**src/rtl/dmem_arbiter_if.sv**
```systemverilog
// Signal bundle for dmem_arbiter: two requester ports plus the data-memory side.
interface dmem_arbiter_if;
  logic        req0_valid_i;
  logic        req0_ready_o;
  logic [31:0] req0_addr_i;
  logic [1:0]  req0_byte_en_i;
  logic        req0_wr_i;
  logic [31:0] req0_wr_data_i;
  logic        req0_zero_extnd_i;
  logic        rsp0_valid_o;
  logic        rsp0_err_o;
  logic [31:0] rsp0_rd_data_o;

  logic        req1_valid_i;
  logic        req1_ready_o;
  logic [31:0] req1_addr_i;
  logic [1:0]  req1_byte_en_i;
  logic        req1_wr_i;
  logic [31:0] req1_wr_data_i;
  logic        req1_zero_extnd_i;
  logic        rsp1_valid_o;
  logic        rsp1_err_o;
  logic [31:0] rsp1_rd_data_o;

  logic        dmem_req_o;
  logic [31:0] dmem_addr_o;
  logic [1:0]  dmem_byte_en_o;
  logic        dmem_wr_o;
  logic [31:0] dmem_wr_data_o;
  logic        dmem_zero_extnd_o;
  logic [31:0] dmem_rd_data_i;

  modport slave (
    input  req0_valid_i, req0_addr_i, req0_byte_en_i, req0_wr_i, req0_wr_data_i, req0_zero_extnd_i,
    output req0_ready_o, rsp0_valid_o, rsp0_err_o, rsp0_rd_data_o,
    input  req1_valid_i, req1_addr_i, req1_byte_en_i, req1_wr_i, req1_wr_data_i, req1_zero_extnd_i,
    output req1_ready_o, rsp1_valid_o, rsp1_err_o, rsp1_rd_data_o,
    output dmem_req_o, dmem_addr_o, dmem_byte_en_o, dmem_wr_o, dmem_wr_data_o, dmem_zero_extnd_o,
    input  dmem_rd_data_i
  );

  modport master (
    output req0_valid_i, req0_addr_i, req0_byte_en_i, req0_wr_i, req0_wr_data_i, req0_zero_extnd_i,
    input  req0_ready_o, rsp0_valid_o, rsp0_err_o, rsp0_rd_data_o,
    output req1_valid_i, req1_addr_i, req1_byte_en_i, req1_wr_i, req1_wr_data_i, req1_zero_extnd_i,
    input  req1_ready_o, rsp1_valid_o, rsp1_err_o, rsp1_rd_data_o,
    input  dmem_req_o, dmem_addr_o, dmem_byte_en_o, dmem_wr_o, dmem_wr_data_o, dmem_zero_extnd_o,
    output dmem_rd_data_i
  );
endinterface

```
**src/rtl/dmem_arbiter.sv**
```systemverilog
// Round-robin two-port arbiter and access sequencer in front of the 4 KB data memory.
// Illegal accesses are answered with an error pulse and never reach the memory.
module dmem_arbiter #(
  parameter int DMEM_WORDS = 1024
) (
  input logic           clk,
  input logic           reset_n,
  dmem_arbiter_if.slave bus
);
  typedef enum logic [1:0] {IDLE, ISSUE, RESP, ERR} state_e;

  localparam logic [31:0] ADDR_LIMIT = 32'(4 * DMEM_WORDS);

  state_e      state_q, state_d;
  logic        last_grant_q, last_grant_d;
  logic        id_q, id_d;
  logic [1:0]  rsp_valid_q, rsp_valid_d;
  logic [1:0]  rsp_err_q, rsp_err_d;
  logic        dmem_req_q, dmem_req_d;
  logic [31:0] dmem_addr_q, dmem_addr_d;
  logic [1:0]  dmem_byte_en_q, dmem_byte_en_d;
  logic        dmem_wr_q, dmem_wr_d;
  logic [31:0] dmem_wr_data_q, dmem_wr_data_d;
  logic        dmem_zero_extnd_q, dmem_zero_extnd_d;

  logic [1:0]       req_valid;
  logic [1:0][31:0] req_addr;
  logic [1:0][31:0] req_wr_data;
  logic [1:0][1:0]  req_byte_en;
  logic [1:0]       req_wr;
  logic [1:0]       req_zero_extnd;

  assign req_valid      = {bus.req1_valid_i, bus.req0_valid_i};
  assign req_addr       = {bus.req1_addr_i, bus.req0_addr_i};
  assign req_wr_data    = {bus.req1_wr_data_i, bus.req0_wr_data_i};
  assign req_byte_en    = {bus.req1_byte_en_i, bus.req0_byte_en_i};
  assign req_wr         = {bus.req1_wr_i, bus.req0_wr_i};
  assign req_zero_extnd = {bus.req1_zero_extnd_i, bus.req0_zero_extnd_i};

  logic        grant_vld;
  logic        grant_id;
  logic        sel_legal;
  logic [31:0] sel_addr;
  logic [31:0] sel_wr_data;
  logic [1:0]  sel_byte_en;
  logic        sel_wr;
  logic        sel_zero_extnd;

  // On a tie the port that did not win last time takes the grant.
  always_comb begin
    grant_vld      = (state_q == IDLE) && (req_valid != 2'b00);
    grant_id       = (req_valid == 2'b11) ? ~last_grant_q : req_valid[1];
    sel_addr       = req_addr[grant_id];
    sel_wr_data    = req_wr_data[grant_id];
    sel_byte_en    = req_byte_en[grant_id];
    sel_wr         = req_wr[grant_id];
    sel_zero_extnd = req_zero_extnd[grant_id];
    sel_legal      = (sel_byte_en != 2'b10)
                  && !((sel_byte_en == 2'b01) && sel_addr[0])
                  && !((sel_byte_en == 2'b11) && (sel_addr[1:0] != 2'b00))
                  && (sel_addr < ADDR_LIMIT);
  end

  assign bus.req0_ready_o = reset_n && grant_vld && !grant_id;
  assign bus.req1_ready_o = reset_n && grant_vld && grant_id;

  always_comb begin
    state_d           = state_q;
    last_grant_d      = last_grant_q;
    id_d              = id_q;
    rsp_valid_d       = 2'b00;
    rsp_err_d         = 2'b00;
    dmem_req_d        = 1'b0;
    dmem_addr_d       = '0;
    dmem_byte_en_d    = '0;
    dmem_wr_d         = 1'b0;
    dmem_wr_data_d    = '0;
    dmem_zero_extnd_d = 1'b0;
    case (state_q)
      IDLE: begin
        if (grant_vld) begin
          id_d         = grant_id;
          last_grant_d = grant_id;
          if (sel_legal) begin
            state_d           = ISSUE;
            dmem_req_d        = 1'b1;
            dmem_addr_d       = sel_addr;
            dmem_byte_en_d    = sel_byte_en;
            dmem_wr_d         = sel_wr;
            dmem_wr_data_d    = sel_wr_data;
            dmem_zero_extnd_d = sel_zero_extnd;
            rsp_valid_d[grant_id] = sel_wr;
          end else begin
            state_d               = ERR;
            rsp_valid_d[grant_id] = 1'b1;
            rsp_err_d[grant_id]   = 1'b1;
          end
        end
      end
      ISSUE: begin
        // Loads hold the request so the memory's output extraction sees stable controls.
        if (dmem_wr_q) begin
          state_d = IDLE;
        end else begin
          state_d           = RESP;
          dmem_req_d        = 1'b1;
          dmem_addr_d       = dmem_addr_q;
          dmem_byte_en_d    = dmem_byte_en_q;
          dmem_wr_data_d    = dmem_wr_data_q;
          dmem_zero_extnd_d = dmem_zero_extnd_q;
          rsp_valid_d[id_q] = 1'b1;
        end
      end
      RESP:    state_d = IDLE;
      ERR:     state_d = IDLE;
      default: state_d = IDLE;
    endcase
  end

  always_ff @(posedge clk or negedge reset_n) begin
    if (!reset_n) begin
      state_q           <= IDLE;
      last_grant_q      <= 1'b1;
      id_q              <= 1'b0;
      rsp_valid_q       <= 2'b00;
      rsp_err_q         <= 2'b00;
      dmem_req_q        <= 1'b0;
      dmem_addr_q       <= '0;
      dmem_byte_en_q    <= '0;
      dmem_wr_q         <= 1'b0;
      dmem_wr_data_q    <= '0;
      dmem_zero_extnd_q <= 1'b0;
    end else begin
      state_q           <= state_d;
      last_grant_q      <= last_grant_d;
      id_q              <= id_d;
      rsp_valid_q       <= rsp_valid_d;
      rsp_err_q         <= rsp_err_d;
      dmem_req_q        <= dmem_req_d;
      dmem_addr_q       <= dmem_addr_d;
      dmem_byte_en_q    <= dmem_byte_en_d;
      dmem_wr_q         <= dmem_wr_d;
      dmem_wr_data_q    <= dmem_wr_data_d;
      dmem_zero_extnd_q <= dmem_zero_extnd_d;
    end
  end

  // Load data arrives from memory in the RESP cycle itself, so it is passed through.
  logic [31:0] load_data;
  assign load_data = (state_q == RESP) ? bus.dmem_rd_data_i : '0;

  assign bus.rsp0_valid_o      = rsp_valid_q[0];
  assign bus.rsp0_err_o        = rsp_err_q[0];
  assign bus.rsp0_rd_data_o    = id_q ? '0 : load_data;
  assign bus.rsp1_valid_o      = rsp_valid_q[1];
  assign bus.rsp1_err_o        = rsp_err_q[1];
  assign bus.rsp1_rd_data_o    = id_q ? load_data : '0;
  assign bus.dmem_req_o        = dmem_req_q;
  assign bus.dmem_addr_o       = dmem_addr_q;
  assign bus.dmem_byte_en_o    = dmem_byte_en_q;
  assign bus.dmem_wr_o         = dmem_wr_q;
  assign bus.dmem_wr_data_o    = dmem_wr_data_q;
  assign bus.dmem_zero_extnd_o = dmem_zero_extnd_q;
endmodule

```
**src/flat_wrapper.sv**
```systemverilog
// flat-port wrapper written by rule: the top's interface ports become plain ports
module dmem_arbiter_flat 
#(
  parameter int DMEM_WORDS = 1024
)
  (clk, reset_n, bus_req0_valid_i, bus_req0_addr_i, bus_req0_byte_en_i, bus_req0_wr_i, bus_req0_wr_data_i, bus_req0_zero_extnd_i, bus_req0_ready_o, bus_rsp0_valid_o, bus_rsp0_err_o, bus_rsp0_rd_data_o, bus_req1_valid_i, bus_req1_addr_i, bus_req1_byte_en_i, bus_req1_wr_i, bus_req1_wr_data_i, bus_req1_zero_extnd_i, bus_req1_ready_o, bus_rsp1_valid_o, bus_rsp1_err_o, bus_rsp1_rd_data_o, bus_dmem_req_o, bus_dmem_addr_o, bus_dmem_byte_en_o, bus_dmem_wr_o, bus_dmem_wr_data_o, bus_dmem_zero_extnd_o, bus_dmem_rd_data_i);
  dmem_arbiter_if bus_i ();
  input logic clk;
  input logic reset_n;
  input wire logic [$bits(bus_i.req0_valid_i)-1:0] bus_req0_valid_i;
  input wire logic [$bits(bus_i.req0_addr_i)-1:0] bus_req0_addr_i;
  input wire logic [$bits(bus_i.req0_byte_en_i)-1:0] bus_req0_byte_en_i;
  input wire logic [$bits(bus_i.req0_wr_i)-1:0] bus_req0_wr_i;
  input wire logic [$bits(bus_i.req0_wr_data_i)-1:0] bus_req0_wr_data_i;
  input wire logic [$bits(bus_i.req0_zero_extnd_i)-1:0] bus_req0_zero_extnd_i;
  output wire logic [$bits(bus_i.req0_ready_o)-1:0] bus_req0_ready_o;
  output wire logic [$bits(bus_i.rsp0_valid_o)-1:0] bus_rsp0_valid_o;
  output wire logic [$bits(bus_i.rsp0_err_o)-1:0] bus_rsp0_err_o;
  output wire logic [$bits(bus_i.rsp0_rd_data_o)-1:0] bus_rsp0_rd_data_o;
  input wire logic [$bits(bus_i.req1_valid_i)-1:0] bus_req1_valid_i;
  input wire logic [$bits(bus_i.req1_addr_i)-1:0] bus_req1_addr_i;
  input wire logic [$bits(bus_i.req1_byte_en_i)-1:0] bus_req1_byte_en_i;
  input wire logic [$bits(bus_i.req1_wr_i)-1:0] bus_req1_wr_i;
  input wire logic [$bits(bus_i.req1_wr_data_i)-1:0] bus_req1_wr_data_i;
  input wire logic [$bits(bus_i.req1_zero_extnd_i)-1:0] bus_req1_zero_extnd_i;
  output wire logic [$bits(bus_i.req1_ready_o)-1:0] bus_req1_ready_o;
  output wire logic [$bits(bus_i.rsp1_valid_o)-1:0] bus_rsp1_valid_o;
  output wire logic [$bits(bus_i.rsp1_err_o)-1:0] bus_rsp1_err_o;
  output wire logic [$bits(bus_i.rsp1_rd_data_o)-1:0] bus_rsp1_rd_data_o;
  output wire logic [$bits(bus_i.dmem_req_o)-1:0] bus_dmem_req_o;
  output wire logic [$bits(bus_i.dmem_addr_o)-1:0] bus_dmem_addr_o;
  output wire logic [$bits(bus_i.dmem_byte_en_o)-1:0] bus_dmem_byte_en_o;
  output wire logic [$bits(bus_i.dmem_wr_o)-1:0] bus_dmem_wr_o;
  output wire logic [$bits(bus_i.dmem_wr_data_o)-1:0] bus_dmem_wr_data_o;
  output wire logic [$bits(bus_i.dmem_zero_extnd_o)-1:0] bus_dmem_zero_extnd_o;
  input wire logic [$bits(bus_i.dmem_rd_data_i)-1:0] bus_dmem_rd_data_i;
  assign bus_i.req0_valid_i = bus_req0_valid_i;
  assign bus_i.req0_addr_i = bus_req0_addr_i;
  assign bus_i.req0_byte_en_i = bus_req0_byte_en_i;
  assign bus_i.req0_wr_i = bus_req0_wr_i;
  assign bus_i.req0_wr_data_i = bus_req0_wr_data_i;
  assign bus_i.req0_zero_extnd_i = bus_req0_zero_extnd_i;
  assign bus_req0_ready_o = bus_i.req0_ready_o;
  assign bus_rsp0_valid_o = bus_i.rsp0_valid_o;
  assign bus_rsp0_err_o = bus_i.rsp0_err_o;
  assign bus_rsp0_rd_data_o = bus_i.rsp0_rd_data_o;
  assign bus_i.req1_valid_i = bus_req1_valid_i;
  assign bus_i.req1_addr_i = bus_req1_addr_i;
  assign bus_i.req1_byte_en_i = bus_req1_byte_en_i;
  assign bus_i.req1_wr_i = bus_req1_wr_i;
  assign bus_i.req1_wr_data_i = bus_req1_wr_data_i;
  assign bus_i.req1_zero_extnd_i = bus_req1_zero_extnd_i;
  assign bus_req1_ready_o = bus_i.req1_ready_o;
  assign bus_rsp1_valid_o = bus_i.rsp1_valid_o;
  assign bus_rsp1_err_o = bus_i.rsp1_err_o;
  assign bus_rsp1_rd_data_o = bus_i.rsp1_rd_data_o;
  assign bus_dmem_req_o = bus_i.dmem_req_o;
  assign bus_dmem_addr_o = bus_i.dmem_addr_o;
  assign bus_dmem_byte_en_o = bus_i.dmem_byte_en_o;
  assign bus_dmem_wr_o = bus_i.dmem_wr_o;
  assign bus_dmem_wr_data_o = bus_i.dmem_wr_data_o;
  assign bus_dmem_zero_extnd_o = bus_i.dmem_zero_extnd_o;
  assign bus_i.dmem_rd_data_i = bus_dmem_rd_data_i;
  dmem_arbiter #(.DMEM_WORDS(DMEM_WORDS)) u_core (.clk(clk), .reset_n(reset_n), .bus(bus_i));
endmodule
```
**config.mk**
```make
export PLATFORM = sky130hd
export DESIGN_NAME = dmem_arbiter_flat
export DESIGN_NICKNAME = d
export VERILOG_FILES = /design/src/rtl/dmem_arbiter_if.sv /design/src/rtl/dmem_arbiter.sv /design/src/flat_wrapper.sv
export SDC_FILE = /design/constraint.sdc
export NUM_CORES = 1
export LEC_CHECK = 0
export CAP_MARGIN = 10
export CORE_MARGIN = 4
export CORE_UTILIZATION = 30
export DETAILED_ROUTE_END_ITERATION = 8
export PLACE_DENSITY = 0.77
export SYNTH_ARGS = -nofsm -noshare
export SYNTH_HDL_FRONTEND = slang
export SYNTH_SLANG_ARGS = --single-unit
```
**constraint.sdc**
```tcl
create_clock -name clk -period 4.3 [get_ports clk]
set_clock_uncertainty 0.15 [all_clocks]
set_input_delay 0.86 -clock clk [delete_from_list [all_inputs] [get_ports clk]]
set_output_delay 0.86 -clock clk [all_outputs]
set_load 0.02 [all_outputs]
```
==> summary.md, run 1 <==
| Metric | Value |
|---|---|
| Initial antenna violation count | `0` |
| Least-Margin Pin Slew | `0.8944 ns` |
| Mapped Cells | `436` |
| Met2 GRT Util | `0.3964` |
| GRT busiest layer | `met2` |
| FF-to-FF path depth | `6` |
| Max_slew headroom | `0.4037` |
| Tmin final | `3.602 ns` |
| Worst hold margin | `0.2083 ns` |
| Dpl ws | `0.7062 ns` |
| Max_cap viols | `0` |
| Result of the run | `completed` |
| Pin count of the biggest net entering global routing | `70` |
| Critical path class | `input pin to output pin` |
| Most used DFF post-synth | `dfrtp_1` |
| Die height | `127.5 um` |
| Iteration-0 DRC Markers | `164` |
| DR DRC count | `0` |
| Share of cells above drive strength 1 | `0.1233` |
| # fillers | `1173` |
| Max Fclk | `0.2776 GHz` |
| Worst skew pair latency | `0.33 ns` |
| Postcts setup bufs | `0` |
| Via density | `4.801` |
| RSZ-0062 raised after global routing | `false` |
| Gr usage total | `0.2025` |
| Ant diodes | `0` |
| Vias in the first global route | `4689` |
| Setup crit start kind | `input pin` |
| Gate power share | `0.454` |
| Initial Util | `0.3076` |
| PortBufs | `310` |
| Routability cong. | `0.9088` |
| Sw frac | `0.3545` |
| CTS HTree Levels | `3` |
| Leak | `3.164 nW` |
| First-pass detailed-route iteration total | `4` |
| Setup TNS | `0 ns` |
| Yosys top cell by area | `dfrtp_1` |
| Fin crit share | `0.8377` |
| Syn_nets | `608` |
| Post-synth EDFFs | `0` |
| Root Driver | `clkbuf_16` |
| Total CTS buffers | `9` |
| Top-count cell post-synth | `nand2_1` |
| Crit path arrival time | `2.59 ns` |
| Vias | `4407` |
| WL final | `17020 um` |
| Yosys reg bits | `77` |
| Pwr Density | `378.6 mW/mm^2` |
| Synth top area share | `0.4437` |
| Clk pwr share | `0.276` |
| Register area share after synthesis | `0.4498` |
| Die X | `127.5 um` |
| Layout area overhead | `83.74%` |
| Worst endpoint required time | `3.29 ns` |
| Nets | `905` |
| Syn Std Cell Area | `0.004287 mm^2` |
| Fin. Hold Viols | `0` |
| Clock Tree Buf Depth | `2` |
| Remaining antenna violation count | `0` |
| GR Overflow Total | `0` |
| Clock Sinks | `77` |
| Switching power | `1.057 mW` |
| CTS tree | `built` |
| Die ar. | `0.01627 mm^2` |
| Core Region | `0.01393 mm^2` |
| Maximum ir drop on the vdd rail | `0.2036 mV` |
| Syn Area/Cell | `9.832 um^2` |
| Max FO, Critical Path | `6` |
| Hold crit path type | `input pin to asynchronous set/reset pin` |
| CTS resizes | `0` |
| Ys Warns | `0` |
| Crit path capture type | `output pin` |
| Fin. max-slew vios | `0` |
| GR Util met3 | `0.05059` |
| Worst Setup Slack, final | `0.6978 ns` |
| Cell-internal power | `1.925 mW` |
| I/O pin total | `311` |
| Sequential fraction of design power | `0.270` |
| Synth top area cells | `dfrtp_1 44%, and2_1 12%, mux2_2 11%` |
| Routed wire per std cell | `18.54 um` |
| FF+latch area | `0.001928 mm^2` |
| Area of the multi-input gates | `0.002211 mm^2` |
| Rows | `43` |
| Asr flop ratio synth | `1.000` |
| Distinct cells, synth | `37` |
| Final setup fails | `0` |
| Clk slew on worst S/H paths | `0.06 ns` |
| Detailed-placement wirelength estimate | `13740 um` |
| Post-synth top cells | `94 x nand2_1, 85 x and2_1, 76 x dfrtp_1` |
| Grt met1 use | `0.2092` |
| CTS Hold Buffers Added | `0` |
| First-pass GRT wire length | `25580 um` |
[power groups by stage]
stage | combinational [mW] | sequential, mW | clock [mW]
2_1_floorplan | 0.697 | 0.825 | 0
3_3_place_gp | 1.36 | 0.815 | 0
3_5_place_dp | 1.37 | 0.820 | 0
4_1_cts | 1.38 | 0.808 | 0.838
5_1_grt | 1.46 | 0.811 | 0.877
6_report | 1.35 | 0.806 | 0.822
[per-layer routing]
layer	share of wire	up-vias
met5	0	-
met4	0.016	0
met3	0.080	15
met2	0.54	217
met1	0.36	2083
li1	-	2092
[metrics by stage]
stage,area [um^2],power [mW],std cells,util
3_5_place_dp,7551,2.191,902,0.5419
4_1_cts,7876,3.022,918,0.5652
6_report,7876,2.982,918,0.5652
2_1_floorplan,4287,1.523,436,-
3_3_place_gp,7551,2.170,902,0.5419
5_1_grt,7876,3.144,918,0.5652
[critical path, stage by stage]
cell and delay (ns):
clkdlybuf4s50_1 0.47, o21ai_1 0.47, inv_2 0.06, and3_1 0.19
clkdlybuf4s50_1 0.53
[final timing paths]
kind / startpoint / end / slack [ns]
max: bus_req1_valid_i / bus_req0_ready_o / 0.70
min: reset_n / u_core.bus.dmem_wr_data_o[11]$_DFFE_PN0N_ / 0.21
max reg2reg: u_core.last_grant_q$_DFFE_PN1P_ / u_core.bus.dmem_addr_o[1]$_DFFE_PN0N_ / 1.72
min reg2reg: u_core.bus.dmem_byte_en_o[0]$_DFFE_PN0N_ / u_core.bus.dmem_byte_en_o[0]$_DFFE_PN0N_ / 0.33
max in group asynchronous: reset_n / u_core.bus.dmem_wr_data_o[20]$_DFFE_PN0N_ / 2.68
min in group clk: u_core.bus.dmem_byte_en_o[0]$_DFFE_PN0N_ / u_core.bus.dmem_byte_en_o[0]$_DFFE_PN0N_ / 0.33
[cell type report]
cell class / instances / area share
Sequential cell: 77 / 0.2448
Multi-Input combinational cell: 322 / 0.2807
Inverter: 3 / 0.001430
Tap cell: 180 / 0.02859
Clock buffer: 10 / 0.03034
Clock inverter: 6 / 0.01096
Timing Repair Buffer: 320 / 0.4032
[logic make-up after synthesis]
logic type,synth area share
muxes,0.1284
AOI/OAI and AO/OA,0.1343
buffers and inverters,0.03853
DFF,0.4498
and+or+nand+nor,0.2490
[placed cells by master, fill, tap and decap left out, types with 2 or more instances in the layout]
cell | netlist | layout
clkbuf_16 | 0 | 9
dfrtp_1 | 76 | 76
buf_4 | 0 | 11
and2_1 | 85 | 85
o31ai_2 | 10 | 10
nand2_1 | 94 | 94
inv_1 | 2 | 2
a31oi_1 | 2 | 2
o31ai_1 | 38 | 38
a21o_1 | 2 | 2
mux2_2 | 43 | 43
clkinv_2 | 0 | 2
nor3b_2 | 0 | 2
o2111ai_1 | 2 | 2
a2111oi_4 | 2 | 2
clkdlybuf4s50_1 | 0 | 309
nor4_1 | 6 | 6
mux2_1 | 5 | 5
a21boi_1 | 2 | 2
bufinv_16 | 0 | 2
or4_4 | 2 | 2
nor2b_1 | 2 | 2
and3_1 | 2 | 2
or4_1 | 2 | 2
nor2_1 | 8 | 7
o21ai_0 | 2 | 2
[state kept, by name, indices dropped and copies added (netlist names)]
signal	flops
u_core.bus.dmem_addr_o	32
u_core.bus.dmem_wr_data_o	32
u_core.bus.dmem_byte_en_o	2
u_core.rsp_err_q	2
u_core.rsp_valid_q	2
u_core.state_q	2
u_core.bus.dmem_req_o	1
u_core.bus.dmem_wr_o	1
u_core.bus.dmem_zero_extnd_o	1
u_core.id_q	1
u_core.last_grant_q	1
(Power assumes the default switching activity.)
==> inputs of run 2 (changes only) <==
--- a/config.mk
+++ b/config.mk
@@ -9,7 +9,7 @@
 export CORE_MARGIN = 4
 export CORE_UTILIZATION = 30
 export DETAILED_ROUTE_END_ITERATION = 8
-export PLACE_DENSITY = 0.77
+export PLACE_DENSITY = 0.79
 export SYNTH_ARGS = -nofsm -noshare
 export SYNTH_HDL_FRONTEND = slang
 export SYNTH_SLANG_ARGS = --single-unit
==> constraint.sdc (replaced) <==
create_clock -name clk -period 3.1 [get_ports clk]
set_clock_uncertainty 0.15 [all_clocks]
set_input_delay 0.62 -clock clk [delete_from_list [all_inputs] [get_ports clk]]
set_output_delay 0.62 -clock clk [all_outputs]
set_load 0.02 [all_outputs]
==> summary.md, run 2 (synthesized netlist as in run 1, its figures left out) <==
| Metric | Value |
|---|---|
| Leading cell type in the layout, fill and taps excluded | `clkdlybuf4s50_1` |
| WL final | `16230 um` |
| Hold crit path type | `input pin to asynchronous set/reset pin` |
| Clk slew on worst S/H paths | `0.06 ns` |
| Die X | `127.5 um` |
| Sequential fraction of design power | `0.278` |
| Critical path class | `input pin to output pin` |
| Setup crit start kind | `input pin` |
| Root Driver | `clkbuf_16` |
| Pin count of the biggest net entering global routing | `70` |
| Iteration-0 DRC Markers | `237` |
| First-pass GRT wire length | `25310 um` |
| Die height | `127.5 um` |
| Tmin final | `2.984 ns` |
| Clk pwr share | `0.247` |
| FF-to-FF path depth | `5` |
| Vias | `4441` |
| Cell-internal power | `2.581 mW` |
| Crit path arrival time | `2.21 ns` |
| Gate power share | `0.475` |
| Setup crit end | `bus_req0_ready_o` |
| Ant diodes | `0` |
| Worst skew pair latency | `0.32 ns` |
| Routed wire per std cell | `17.60 um` |
| Worst R2R End | `u_core.bus.dmem_wr_o$_DFF_PN0_` |
| Remaining antenna violation count | `0` |
| Worst hold margin | `0.2728 ns` |
| DR DRC count | `0` |
| Crit path capture type | `output pin` |
| Share of cells above drive strength 1 | `0.1267` |
| Critical Path Start | `bus_req0_valid_i` |
| Result of the run | `completed` |
| Reg2reg setup slack | `0.84 ns` |
| Least-Margin Pin Slew | `0.6422 ns` |
| Setup TNS | `0 ns` |
| Clock Sinks | `77` |
| Layout area overhead | `84.91%` |
| Fin. Hold Viols | `0` |
| I/O pin total | `311` |
| Max_cap viols | `0` |
| Routability cong. | `0.8352` |
| Max_slew headroom | `0.5719` |
| Gr usage total | `0.1968` |
| Fin crit share | `0.9627` |
| Postcts setup bufs | `0` |
| Via density | `4.817` |
| Sw frac | `0.3550` |
| Initial Util | `0.3076` |
| Detailed-placement wirelength estimate | `13160 um` |
| Worst endpoint required time | `2.33 ns` |
| Leak | `3.192 nW` |
| Maximum ir drop on the vdd rail | `0.2354 mV` |
| Max FO, Critical Path | `9` |
| Most frequent cells in the layout | `309 x clkdlybuf4s50_1, 94 x nand2_1, 85 x and2_1, 76 x dfrtp_1, 43 x mux2_2` |
| Core Region | `0.01393 mm^2` |
| Total CTS buffers | `9` |
| Initial antenna violation count | `0` |
| Nets | `911` |
| RSZ-0062 raised after global routing | `false` |
| Max Fclk | `0.3351 GHz` |
| Fin. max-slew vios | `0` |
| PortBufs | `310` |
| CTS HTree Levels | `3` |
| Rows | `43` |
| Vias in the first global route | `4751` |
| CTS Hold Buffers Added | `0` |
| Switching power | `1.420 mW` |
| Die ar. | `0.01627 mm^2` |
| CTS tree | `built` |
| CTS resizes | `0` |
| Final setup fails | `0` |
| GR Overflow Total | `0` |
| Pwr Density | `504.8 mW/mm^2` |
| Reg-to-Reg Start | `u_core.last_grant_q$_DFFE_PN1P_` |
| Clock Tree Buf Depth | `2` |
| First-pass detailed-route iteration total | `5` |
-- run 2: changes by cell type in the layout (fill, tap and decap cells not counted) --
cell	previous run	this run
buf_12	0	4
buf_4	11	13
bufinv_16	2	1
clkbuf_1	0	1
clkbuf_8	1	0
clkinv_2	2	1
-- run 2: per-stage QoR --
step	setup slack [ns]	total power, mW	instances	utilization	cell area [um^2]
5_1_grt	0.04713	4.231	922	0.5688	7926
6_report	0.1156	4.001	922	0.5688	7926
2_1_floorplan	0.6720	2.112	436	-	4287
3_5_place_dp	0.1047	3.048	908	0.5487	7646
3_3_place_gp	0.1392	3.013	908	0.5487	7646
4_1_cts	0.1141	4.052	922	0.5688	7926
-- run 2: power groups by stage --
stage / logic (mW) / clock network, mW / registers, mW
6_report: 1.90 / 0.988 / 1.11
5_1_grt: 2.04 / 1.07 / 1.12
4_1_cts: 1.93 / 1.02 / 1.11
3_5_place_dp: 1.92 / 0 / 1.13
3_3_place_gp: 1.89 / 0 / 1.13
2_1_floorplan: 0.967 / 0 / 1.15
-- run 2: how the worst min path moves through the flow --
stage	endpoint	slack, ns
after floorplan	u_core.bus.dmem_addr_o[0]$_DFFE_PN0N_	0.17
after global routing	u_core.bus.dmem_wr_data_o[28]$_DFFE_PN0N_	0.30
after CTS	u_core.bus.dmem_wr_data_o[28]$_DFFE_PN0N_	0.28
after global placement	u_core.bus.dmem_wr_data_o[31]$_DFFE_PN0N_	0.31
after detailed placement	u_core.bus.dmem_addr_o[6]$_DFFE_PN0N_	0.32
final	u_core.bus.dmem_wr_data_o[28]$_DFFE_PN0N_	0.27
-- run 2: metal layers --
metal  global-route usage  up-vias  share of wire
li1                     -     2099              -
met3              0.05978       17          0.088
met5                    0        -              0
met1               0.2181     2113           0.37
met2               0.3636      212           0.53
met4              0.05237        0          0.016
-- run 2: area by class of cell --
type	instances	area, um^2
clock buffer	10	229.0
clock inverter	4	51.30
fill	1196	6008
inverter	3	11.26
multi-input combinational	322	2211
sequential	77	1928
tap	180	225.2
timing repair buffer	326	3271
-- run 2: worst max-delay path, cell delays in order --
cell             delay (ns)
clkdlybuf4s50_1        0.53
a21bo_2                0.27
and3_1                 0.18
clkdlybuf4s50_1        0.61
==> inputs of run 3 (changes only) <==
--- a/config.mk
+++ b/config.mk
@@ -10,6 +10,7 @@
 export CORE_UTILIZATION = 30
 export DETAILED_ROUTE_END_ITERATION = 8
 export PLACE_DENSITY = 0.79
+export SKIP_LAST_GASP = 1
 export SYNTH_ARGS = -nofsm -noshare
 export SYNTH_HDL_FRONTEND = slang
 export SYNTH_SLANG_ARGS = --single-unit
==> results of run 3 <==
Final layout, timing and power as in run 2 (identical DEF).
